$ cat src/rtl/imem_pkg.sv
// imem_pkg: shared types and defaults for the instruction-memory loader.
// Optional feature macro used by imem_loader: IMEM_LOADER_CHECKSUM_EN.
package imem_pkg;

  // Bytes per instruction word and default memory capacity in bytes.
  localparam int INSTR_BYTES   = 4;
  localparam int DEF_MEM_BYTES = 48;

  // Loader FSM states.
  typedef enum logic [1:0] {
    IDLE   = 2'd0,
    ACCEPT = 2'd1,
    WRITE  = 2'd2,
    FIN    = 2'd3
  } imem_state_e;

endpackage : imem_pkg

$ cat src/rtl/imem_byte_serializer.sv
// imem_byte_serializer: latches one instruction word and emits it as
// BYTE_SIZE little-endian byte writes (lowest byte at the lowest address)
// on consecutive cycles. WE/WA/WB are registered. last_byte flags the cycle
// in which the final byte of the word is on the write port.
module imem_byte_serializer
  import imem_pkg::*;
#(
  parameter int BYTE_SIZE  = INSTR_BYTES,
  parameter int ADDR_WIDTH = 12
) (
  input  logic                   clk,
  input  logic                   rst_n,
  input  logic                   load,
  input  logic [8*BYTE_SIZE-1:0] word,
  input  logic [ADDR_WIDTH-1:0]  base,
  output logic                   we,
  output logic [ADDR_WIDTH-1:0]  wa,
  output logic [7:0]             wb,
  output logic                   last_byte
);

  localparam int            IW       = (BYTE_SIZE > 1) ? $clog2(BYTE_SIZE) : 1;
  localparam logic [IW-1:0] IDX_LAST = IW'(BYTE_SIZE - 1);

  logic [IW-1:0]          idx;
  // Remaining bytes of the word, next byte always in bits [7:0].
  logic [8*BYTE_SIZE-1:0] sh;

  assign last_byte = we && (idx == IDX_LAST);

  // Load puts byte 0 on the port at once; each following cycle steps to the
  // next byte/address until the last byte has been presented.
  always_ff @(posedge clk or negedge rst_n) begin
    if (!rst_n) begin
      idx <= '0;
      sh  <= '0;
      we  <= 1'b0;
      wa  <= '0;
      wb  <= '0;
    end else if (load) begin
      idx <= '0;
      sh  <= word >> 8;
      we  <= 1'b1;
      wa  <= base;
      wb  <= word[7:0];
    end else if (we) begin
      if (idx == IDX_LAST) begin
        we <= 1'b0;
      end else begin
        idx <= idx + 1'b1;
        wa  <= wa + 1'b1;
        wb  <= sh[7:0];
        sh  <= sh >> 8;
      end
    end
  end

endmodule : imem_byte_serializer

$ cat src/rtl/imem_loader.sv
// imem_loader: accepts instruction words on a valid/ready stream and writes
// them byte by byte into the instruction memory from address 0, holding the
// CPU while a load is in progress. Words that would not fit set ERR.
// Optional macro IMEM_LOADER_CHECKSUM_EN adds a mod-256 CHECKSUM output of
// every byte written.
module imem_loader
  import imem_pkg::*;
#(
  parameter int BYTE_SIZE  = INSTR_BYTES,
  parameter int ADDR_WIDTH = 12,
  parameter int MEM_BYTES  = DEF_MEM_BYTES
) (
  input  logic                   CLK,
  input  logic                   RESET_N,
  input  logic                   START,
  input  logic                   WD_VALID,
  input  logic [8*BYTE_SIZE-1:0] WD,
  input  logic                   WD_LAST,
  output logic                   WD_READY,
  output logic                   WE,
  output logic [ADDR_WIDTH-1:0]  WA,
  output logic [7:0]             WB,
  output logic                   BUSY,
  output logic                   CPU_HOLD,
  output logic                   DONE,
  output logic                   ERR,
`ifdef IMEM_LOADER_CHECKSUM_EN
  output logic [7:0]             CHECKSUM,
`endif
  output logic [ADDR_WIDTH-1:0]  WORD_COUNT
);

  localparam logic [1:0] S_IDLE   = 2'(IDLE);
  localparam logic [1:0] S_ACCEPT = 2'(ACCEPT);
  localparam logic [1:0] S_WRITE  = 2'(WRITE);
  localparam logic [1:0] S_FIN    = 2'(FIN);

  // Overflow check runs one bit wider than the address so it never wraps.
  localparam logic [ADDR_WIDTH:0]   STEP_W  = (ADDR_WIDTH+1)'(BYTE_SIZE);
  localparam logic [ADDR_WIDTH:0]   LIMIT_W = (ADDR_WIDTH+1)'(MEM_BYTES);
  localparam logic [ADDR_WIDTH-1:0] STEP_A  = ADDR_WIDTH'(BYTE_SIZE);

  logic [1:0]            state;
  logic [ADDR_WIDTH-1:0] base;
  logic [ADDR_WIDTH-1:0] wcount;
  logic                  err_q;
  logic                  last_q;
  logic                  hs;
  logic                  fits;
  logic                  load;
  logic                  start_ok;
  logic                  ser_last;
  logic [ADDR_WIDTH:0]   word_end;

  assign WD_READY   = (state == S_ACCEPT);
  assign BUSY       = (state == S_ACCEPT) || (state == S_WRITE);
  assign CPU_HOLD   = BUSY;
  assign DONE       = (state == S_FIN);
  assign ERR        = err_q;
  assign WORD_COUNT = wcount;

  assign hs       = WD_VALID && WD_READY;
  assign word_end = {1'b0, base} + STEP_W;
  assign fits     = (word_end <= LIMIT_W);
  assign load     = hs && fits;
  // START is honoured only between loads.
  assign start_ok = START && ((state == S_IDLE) || (state == S_FIN));

  imem_byte_serializer #(
    .BYTE_SIZE  (BYTE_SIZE),
    .ADDR_WIDTH (ADDR_WIDTH)
  ) u_ser (
    .clk       (CLK),
    .rst_n     (RESET_N),
    .load      (load),
    .word      (WD),
    .base      (base),
    .we        (WE),
    .wa        (WA),
    .wb        (WB),
    .last_byte (ser_last)
  );

  // Load FSM with base address, word counter and overflow flag.
  always_ff @(posedge CLK or negedge RESET_N) begin
    if (!RESET_N) begin
      state  <= S_IDLE;
      base   <= '0;
      wcount <= '0;
      err_q  <= 1'b0;
      last_q <= 1'b0;
    end else begin
      case (state)
        S_IDLE, S_FIN: begin
          if (start_ok) begin
            state  <= S_ACCEPT;
            base   <= '0;
            wcount <= '0;
            err_q  <= 1'b0;
            last_q <= 1'b0;
          end
        end
        S_ACCEPT: begin
          if (hs) begin
            last_q <= WD_LAST;
            if (fits) begin
              state <= S_WRITE;
            end else begin
              err_q <= 1'b1;
              state <= S_FIN;
            end
          end
        end
        S_WRITE: begin
          if (ser_last) begin
            base   <= base + STEP_A;
            wcount <= wcount + 1'b1;
            state  <= last_q ? S_FIN : S_ACCEPT;
          end
        end
        default: state <= S_IDLE;
      endcase
    end
  end

`ifdef IMEM_LOADER_CHECKSUM_EN
  logic [7:0] csum;
  assign CHECKSUM = csum;

  // Running mod-256 sum of every byte the memory actually takes.
  always_ff @(posedge CLK or negedge RESET_N) begin
    if (!RESET_N) begin
      csum <= '0;
    end else if (start_ok) begin
      csum <= '0;
    end else if (WE) begin
      csum <= csum + WB;
    end
  end
`endif

endmodule : imem_loader

$ cat config.mk
export PLATFORM = sky130hd
export DESIGN_NAME = imem_loader
export DESIGN_NICKNAME = d
export VERILOG_FILES = /design/src/rtl/imem_pkg.sv /design/src/rtl/imem_byte_serializer.sv /design/src/rtl/imem_loader.sv
export SDC_FILE = /design/constraint.sdc
export NUM_CORES = 1
export LEC_CHECK = 0
export CORE_ASPECT_RATIO = 0.75
export CORE_UTILIZATION = 40
export DETAILED_ROUTE_END_ITERATION = 10
export GPL_TIMING_DRIVEN = 0
export PLACE_DENSITY = 0.69
export SLEW_MARGIN = 10
export SYNTH_ARGS = -nofsm -noshare
export SYNTH_HDL_FRONTEND = slang
export SYNTH_SLANG_ARGS = --single-unit
export TNS_END_PERCENT = 20
$ cat constraint.sdc
create_clock -name CLK -period 3.1 [get_ports CLK]
set_input_delay 0.62 -clock CLK [delete_from_list [all_inputs] [get_ports CLK]]
set_output_delay 0.62 -clock CLK [all_outputs]
set_load 0.02 [all_outputs]
Yosys cells after proc, flatten, opt, wreduce, memory -nomap -nowiden
Cells that the tools add are included.
{"block": "totals", "ff_bits": 83, "inputBits": 37, "output_inout_bits": 38, "wordCells": 73}
{"block": "classes", "add_sub_neg": 5, "order_cmp": 1, "n_eq_ne": 9, "muxes": 32, "reduce_logical": 16}
{"op": "32-bit two-way mux", "n": 3}
{"op": "12-bit two-way mux", "n": 6}
{"op": "12-bit one-hot mux with 2 select lines", "n": 2}
{"op": "12-bit by 1-bit adder with 12-bit output, second input constant", "n": 2}
{"op": "8-bit two-way mux", "n": 3}
{"op": "2-bit two-way mux", "n": 7}
{"op": "12-bit by 3-bit adder with 13-bit output, second input constant", "n": 1}
{"op": "13-bit by 6-bit <= comparator with 1-bit output, second input constant", "n": 1}
{"op": "12-bit by 3-bit adder with 12-bit output, second input constant", "n": 1}
{"op": "3-bit AND reduction", "n": 3}
{"op": "1-bit two-way mux", "n": 8}
{"op": "2-bit != test, second input constant", "n": 4}
{"op": "2-bit == test, second input constant", "n": 3}
{"op": "2-bit one-hot mux with 3 select lines", "n": 1}
{"op": "2-bit nonzero test", "n": 3}
{"op": "1-bit logical AND", "n": 4}
{"op": "1-bit one-hot mux with 2 select lines", "n": 2}
{"op": "4-bit AND reduction", "n": 1}
{"op": "2-bit by 1-bit adder with 2-bit output, second input constant", "n": 1}
{"op": "2-bit by 1-bit == test with 1-bit output, second input constant", "n": 1}
{"op": "2-bit zero test", "n": 1}
{"op": "1-bit logical OR", "n": 2}
{"op": "2-bit by 1-bit != test with 1-bit output, second input constant", "n": 1}
{"op": "2-bit AND reduction", "n": 1}
{"op": "2-bit OR reduction", "n": 1}

Depth between registers and ports, before layout
Gate-level depths: netlist of run 1.
{"block": "logic_depth", "ltp_word": 5, "mapped_depth": 9}

By module
A second synthesis of run 1 with hierarchy kept.
{"block": "hier_totals", "hier_cells": 399, "hier_area_um2": 3862.5}
{"module": "imem_byte_serializer", "instances": 1, "cells_each": 227, "area_each_um2": 2264.7, "seq_area_each_um2": 1176.1}
{"module": "imem_loader", "instances": 1, "cells_each": 172, "area_each_um2": 1597.8, "seq_area_each_um2": 650.6}

Worst setup path before layout of run 1
OpenSTA, ideal clock, no wires.
{"block": "synth_path", "path_kind": "flip-flop to flip-flop", "from": "register base[2]", "to": "register u_ser.sh[0]", "t_arrival_ps": 2518, "setup_slack_ps": 457, "stages_incl_launch_ff": 10, "path_buffers": 3, "period_less_slack_ps": 2643, "path_cell_list": "dfrtp_1 > ha_1 > buf_2 > nor4bb_1 > o21ai_0 > a221o_1 > or4_4 > buf_6 > buf_8 > mux2_4"}
{"block": "synth_via", "elab_chain_len": 5, "elab_cells_between_ends": 7, "cone_classes": "add/sub (1); order compare (1); eq/ne (1); mux (1); reduce/logical (3)"}
{"element": "start: declaration", "line_no": "imem_loader.sv:44", "source": "logic [ADDR_WIDTH-1:0] base;"}
{"element": "start signal: assignment", "line_no": "imem_loader.sv:116", "source": "base <= base + STEP_A;"}
{"element": "12-bit by 3-bit adder with 13-bit output (*)", "line_no": "imem_loader.sv:63", "source": "assign word_end = {1'b0, base} + STEP_W;"}
{"element": "13-bit by 6-bit <= comparator with 1-bit output (*)", "line_no": "imem_loader.sv:64", "source": "assign fits = (word_end <= LIMIT_W);"}
{"element": "1-bit logical AND (*)", "line_no": "imem_loader.sv:65", "source": "assign load = hs && fits;"}
{"element": "2-bit != test (no source line) / 2-bit nonzero test (equally long branches)"}
{"element": "2-bit AND reduction (no source line)"}
{"element": "end signal: assignment", "line_no": "imem_byte_serializer.sv:42", "source": "sh <= word >> 8;"}
{"element": "end signal: assignment", "line_no": "imem_byte_serializer.sv:53", "source": "sh <= sh >> 8;"}
{"element": "end: declaration", "line_no": "imem_byte_serializer.sv:27", "source": "logic [8*BYTE_SIZE-1:0] sh;"}
Every way passes the cells marked *; elsewhere a longest branch is shown, timed or not.
A chain may end at the register's enable or synchronous reset.

Worst setup path in the final report of run 1
{"block": "layout_path", "from": "register base[2]", "to": "register u_ser.sh[6]"}
The elaborated chain is that of the path after synthesis.

==> reports/metrics.csv, run 1 <==
stage,metric,value,unit
clock_network,cts hold-fix bufs,0,
place,Port Buffer Count,74,
clock_network,cts bufs inserted,9,
synth,Synth Area per Inst,9.52,sq um
worst_setup_path,end of the worst register-to-register path,u_ser.sh[6],
die,Ports,75,
detailed_routing,Pre-Repair DR Iteration Count,4,
cells_and_area,# diodes,0,
global_route,initial antenna violation count,0,
synth,list of most frequent post-synthesis cells,"110 x nand2_1, 73 x dfrtp_1, 19 x inv_1, 18 x xnor2_1, 17 x mux2_2",
global_route,first-pass GRT wire length,15400,um
place,GP Congestion,0.828,
synth,Synth area leader,dfrtp_1,
die,row cnt,30,
clock_network,Worst-path clk slew,50,ps
detailed_routing,vias per cell,5.00,
sta,RSZ-0062 raised after global routing,no,
worst_setup_path,crit path cell chain,ha_1 -> buf_2 -> nor4bb_2 -> o21ai_0 -> a221o_1 -> or4_4 -> buf_6 -> buf_8 -> mux2_4,
worst_setup_path,Slowest Stage Delay on Critical Path,510,ps
clock_network,worst skew pair latency,330,ps
worst_setup_path,reg2reg start,base[2],
power,VDD IR max,0.398,mV
synth,Mapped Cells,410,
global_route,vias in the first global route,3104,
clock_network,TritonCTS Sinks,73,
worst_setup_path,Crit. End Element,flip-flop,
detailed_routing,wire per inst,14.4,um
detailed_routing,remaining antenna violation count after routing,0,
cells_and_area,post-layout net count,541,
detailed_routing,via count,3139,
die,full die area,10200,sq um
cells_and_area,Layout area overhead,31.6,%
worst_setup_path,critical path class,reg2reg,
worst_setup_path,Worst Setup EP,u_ser.sh[6],
clock_network,post_cts resized,0,
hold_path,Hold Path Class,in2async,
power,P_leak,2.43,nW
sta,final setup fails,0,
synth,post-synth cell types,46,
global_route,pin count of the biggest net entering global routing,49,
sta,Final Skew,4.66,ps
worst_setup_path,CP arrival,3100,ps
worst_setup_path,critical-path maximum fanout,10,
sta,fmax,346,MHz
worst_setup_path,Critical Path Source Type,flip-flop,
sta,final hold slack,198,ps
place,pre-CTS WS,227,ps
worst_setup_path,r2r worst-path depth,9,
cells_and_area,layout cell share with drive strength beyond 1,11.2,%
detailed_routing,Iteration-0 DRC Markers,212,
detailed_routing,drt total wl,9050,um
sta,fin crit share,93.2,%
worst_setup_path,Critical-path top delay cell,or4_4,
global_route,GRT Overall Usage,20.0,%
synth,Async SR Flop Fraction,100,%
detailed_routing,DRC viols,0,
sta,Setup WS post-layout,210,ps
sta,Final Hold Viols,0,
power,PD cells,830,nW/um^2
cells_and_area,core utilization of the finished layout,55.4,%
global_route,remaining global-route overflow,0,
sta,Tmin final,2890,ps
clock_network,CTS Root Cell,clkbuf_16,
clock_network,H-tree depth,3,
cells_and_area,final cell count without fillers,628,
clock_network,clock tree buffer depth,2,
place,post-detail-place hpwl,6570,um
worst_setup_path,"reg-to-reg slack, setup",210,ps
synth,"Seq/Total Area, Yosys",46.8,%
clock_network,CTS tree,built,
sta,fin. max-slew vios,0,
worst_setup_path,Worst setup startpoint,base[2],
worst_setup_path,CP Data Required Time,3310,ps
synth,yosys warns,0,
die,initial core utilization,42.1,%
run_status,outcome,finished clean,
synth,Post-Syn Area,3900,sq um
sta,slew margin rel.,54.1,%
die,Die Height,87.5,um
synth,most frequent cell after synthesis,nand2_1,
synth,"top cells by area, synth","dfrtp_1 47%, nand2_1 11%, mux2_2 4.9%",
sta,setup_tns,0,ps
clock_network,post-CTS setup buffer count,0,
run,max-cap viol count,0,
die,core area,9270,sq um
synth,number of synthesized flops with an enable pin,0,
synth,"Primary FF master, synth",dfrtp_1,
synth,top-area cell type share of the netlist area,46.8,%
die,Die Wd,116,um
place,placed instance count,613,
synth,Synth Net Count,455,
synth,register bit total from synthesis,73,
sta,Tightest Pin Transition,686,ps
## report_power, final
| group | switching, mW | leakage, nW | internal (mW) |
|---|---|---|---|
| clock | 0.375 | 0.142 | 0.663 |
| sequential | 0.172 | 0.968 | 1.20 |
| combinational | 0.984 | 1.32 | 0.860 |
| total | 1.53 | 2.43 | 2.73 |
## cells by family (layout without fill, tap and decap cells)
kind of cell               after synthesis  in the layout  share of synthesized area (%)
AOI/OAI and AO/OA                       40             40                           7.02
xor gates and xnor gates                23             23                           5.16
adders and majority gates                8              8                           2.57
buffers and inverters                   38            128                           4.62
DFF                                     73             73                           46.8
muxes                                   37             37                           11.4
and+or+nand+nor                        191            191                           22.4
## worst max-delay path: cells and delay by family (launching register included)
kind,cells,cell delay [ps]
buffers and inverters,3,510
AND/OR/NAND/NOR,2,790
flip-flops,1,460
adder cells (fa/ha/maj),1,230
multiplexers,1,300
AO/OA/AOI/OAI,2,490
## through the flow
| step | instance area (sq um) | power (mW) |
|---|---|---|
| floorplan | 3900 | 2.61 |
| global placement | 4800 | 3.17 |
| detailed placement | 4830 | 3.23 |
| CTS | 5120 | 4.29 |
| global route | 5130 | 4.54 |
| finish | 5130 | 4.26 |
## routing by layer
metal,part of all wire (%),vias to the layer above,GRT usage (%)
li1,-,1552,-
met1,49,1498,28.3
met2,45,77,30.4
met3,4.7,12,4.11
met4,1.3,0,6.76
met5,0,-,0
## worst min-delay path by stage
stage	start	endpoint	slack (ps)	cells after the start
2_1_floorplan	RESET_N	ERR	320	0
3_3_place_gp	last_q	last_q	490	2
3_5_place_dp	last_q	last_q	510	2
4_1_cts	RESET_N	u_ser.sh[18]	210	1
5_1_grt	RESET_N	u_ser.sh[18]	220	1
6_report	RESET_N	u_ser.sh[18]	200	1
## placed cells by master (no fill, tap or decap), types with 3 or more instances in the layout
cell type,Yosys,layout
buf_4,2,3
nor2b_1,3,3
mux2_2,17,17
buf_2,3,3
a21oi_1,6,6
nand4_1,9,9
xnor2_1,18,18
and2_1,9,9
a21boi_0,3,3
nor2_1,15,15
a21o_1,6,6
ha_1,8,8
dfrtp_1,73,73
o31ai_1,5,5
inv_1,19,19
nor3_1,8,8
xor2_1,5,5
nand2_1,110,110
clkdlybuf4s50_1,0,73
nor4_1,4,4
clkbuf_1,10,11
mux2_4,11,11
clkbuf_16,0,9
nand3_1,15,15
mux2i_1,9,9
o21ai_0,10,10
and3_1,6,6
## layout make-up
| type | instances | area (sq um) |
|---|---|---|
| Buffer | 19 | 110 |
| Clock buffer | 13 | 260 |
| Clock inverter | 2 | 37.5 |
| Fill cell | 860 | 4140 |
| Inverter | 19 | 71.3 |
| Multi-Input combinational cell | 299 | 1900 |
| Sequential cell | 73 | 1830 |
| Tap cell | 128 | 160 |
| Timing Repair Buffer | 75 | 766 |
## registers in the layout (all words and copies together), names as in the netlist
name / cells
state: 2
WORD_COUNT: 12
u_ser.wb: 8
last_q: 1
u_ser.sh: 24
u_ser.wa: 12
base: 10
u_ser.we: 1
u_ser.idx: 2
ERR: 1
(Power assumes the default switching activity.)
==> inputs of run 2 (changes only) <==
==> constraint.sdc (replaced) <==
create_clock -name CLK -period 2.89 [get_ports CLK]
set_input_delay 0.578 -clock CLK [delete_from_list [all_inputs] [get_ports CLK]]
set_output_delay 0.578 -clock CLK [all_outputs]
set_load 0.02 [all_outputs]
==> run 2 against run 1 <==
Critical path depth unchanged; clock-buffer cell count unchanged; worst setup slack got worse by 120 ps; power increased by 7.8%; non-clock buffer count increased by 4; maximum frequency increased by 3.1%; clock power increased by 8%; highest routed layer unchanged.
==> reports/metrics.csv, run 2 (same netlist as run 1, synthesis figures left out) <==
stage,metric,value,unit
die,full die area,10200,sq um
sta,Final Hold Viols,0,
power,PD cells,886,nW/um^2
worst_setup_path,critical path class,reg2reg,
detailed_routing,Pre-Repair DR Iteration Count,4,
sta,fmax,357,MHz
cells_and_area,post-layout net count,545,
clock_network,worst skew pair latency,340,ps
die,core area,9270,sq um
sta,final hold slack,155,ps
sta,slew margin rel.,54.2,%
detailed_routing,routed length on met3,371,um
place,GP Congestion,0.828,
clock_network,TritonCTS Sinks,73,
cells_and_area,# diodes,0,
sta,setup_tns,0,ps
sta,fin. max-slew vios,0,
power,VDD IR max,0.427,mV
sta,Setup WS post-layout,88.3,ps
place,placed instance count,613,
detailed_routing,via count,3170,
worst_setup_path,CP arrival,3020,ps
sta,final setup fails,0,
run,max-cap viol count,0,
cells_and_area,core utilization of the finished layout,55.8,%
global_route,initial antenna violation count,0,
clock_network,Worst-path clk slew,60,ps
global_route,GRT Overall Usage,20.0,%
place,Port Buffer Count,74,
detailed_routing,vias per cell,5.02,
detailed_routing,highest routed layer,met4,
detailed_routing,drt total wl,9220,um
sta,Tmin final,2800,ps
worst_setup_path,Crit. End Element,flip-flop,
hold_path,Hold Path Class,in2async,
place,post-detail-place hpwl,6570,um
sta,Final Skew,5.45,ps
die,row cnt,30,
place,placed cell areas,4830,sq um
cells_and_area,Layout area overhead,32.7,%
power,P_leak,2.45,nW
detailed_routing,wire per inst,14.6,um
cells_and_area,"commonest non-fill, non-tap cells in the layout","110 x nand2_1, 73 x clkdlybuf4s50_1, 71 x dfrtp_1",
power,Overall Power,4.59,mW
detailed_routing,routed length on met2,4220,um
die,initial core utilization,42.1,%
place,pre-CTS WS,17.1,ps
clock_network,CTS tree,built,
detailed_routing,DRC viols,0,
detailed_routing,remaining antenna violation count after routing,0,
sta,fin crit share,96.9,%
cells_and_area,Reg with most FFs,u_ser.sh,
clock_network,clock tree buffer depth,2,
worst_setup_path,CP Data Required Time,3110,ps
cells_and_area,layout cell share with drive strength beyond 1,12.3,%
worst_setup_path,critical-path maximum fanout,10,
global_route,remaining global-route overflow,0,
cells_and_area,final instance area,5180,sq um
worst_setup_path,Critical Path Source Type,flip-flop,
cells_and_area,"most common cell after layout, fill and taps aside",nand2_1,
global_route,pin count of the biggest net entering global routing,49,
global_route,first-pass GRT wire length,15400,um
clock_network,H-tree depth,3,
sta,Tightest Pin Transition,684,ps
run_status,outcome,finished clean,
clock_network,CTS Root Cell,clkbuf_16,
cells_and_area,max reg flops,24,
cells_and_area,final cell count without fillers,632,
sta,RSZ-0062 raised after global routing,yes,
clock_network,cts bufs inserted,9,
die,Die Wd,116,um
global_route,vias in the first global route,3104,
detailed_routing,wl on met1,4540,um
clock_network,cts hold-fix bufs,0,
die,Die Height,87.5,um
die,Ports,75,
detailed_routing,Iteration-0 DRC Markers,196,
[run 2: changes by cell type in the layout (fill, tap and decap cells not counted), sizes merged]
cell and delta:
buf +4
[run 2: metal layers]
metal / up-vias / GRT usage [%]
li1: 1563 / -
met1: 1532 / 28.3
met2: 68 / 30.4
met3: 7 / 4.11
met4: 0 / 6.76
met5: - / 0
[run 2: what timing repair did]
action,4_1_cts,5_1_grt
resized for setup,0,9
buffers inserted,0,4
setup endpoints to repair,0,47
[run 2: power breakdown]
group / internal (mW) / leakage, nW / switching, mW
sequential: 1.29 / 0.965 / 0.183
clock: 0.711 / 0.142 / 0.409
combinational: 0.930 / 1.35 / 1.06
[run 2: worst paths after layout]
| kind | from | to | slack, ps | depth (start not counted) |
|---|---|---|---|---|
| setup / recovery | base[3] | u_ser.sh[6] | 90 | 9 |
| min in group CLK | u_ser.sh[21] | u_ser.sh[21] | 530 | 2 |
| hold reg to reg | u_ser.sh[21] | u_ser.sh[21] | 530 | 2 |
| max in group asynchronous | RESET_N | WORD_COUNT[11] | 2180 | 2 |
| hold / removal | RESET_N | u_ser.sh[18] | 150 | 1 |
| setup reg to reg | base[3] | u_ser.sh[6] | 90 | 9 |
[run 2: layout make-up]
class | instances | area, sq um
Fill cell | 855 | 4100
Clock buffer | 13 | 260
Multi-Input combinational cell | 299 | 1910
Clock inverter | 2 | 37.5
Buffer | 19 | 113
Sequential cell | 73 | 1830
Tap cell | 128 | 160
Inverter | 19 | 71.3
Timing Repair Buffer | 79 | 796
[run 2: worst max-delay path, cell delays in order (launching register included)]
cell	delay [ps]
dfrtp_2	440
ha_1	190
buf_4	170
nor4bb_4	260
o21ai_1	90
a221o_1	390
or4_4	500
buf_6	170
buf_8	160
mux2_4	300
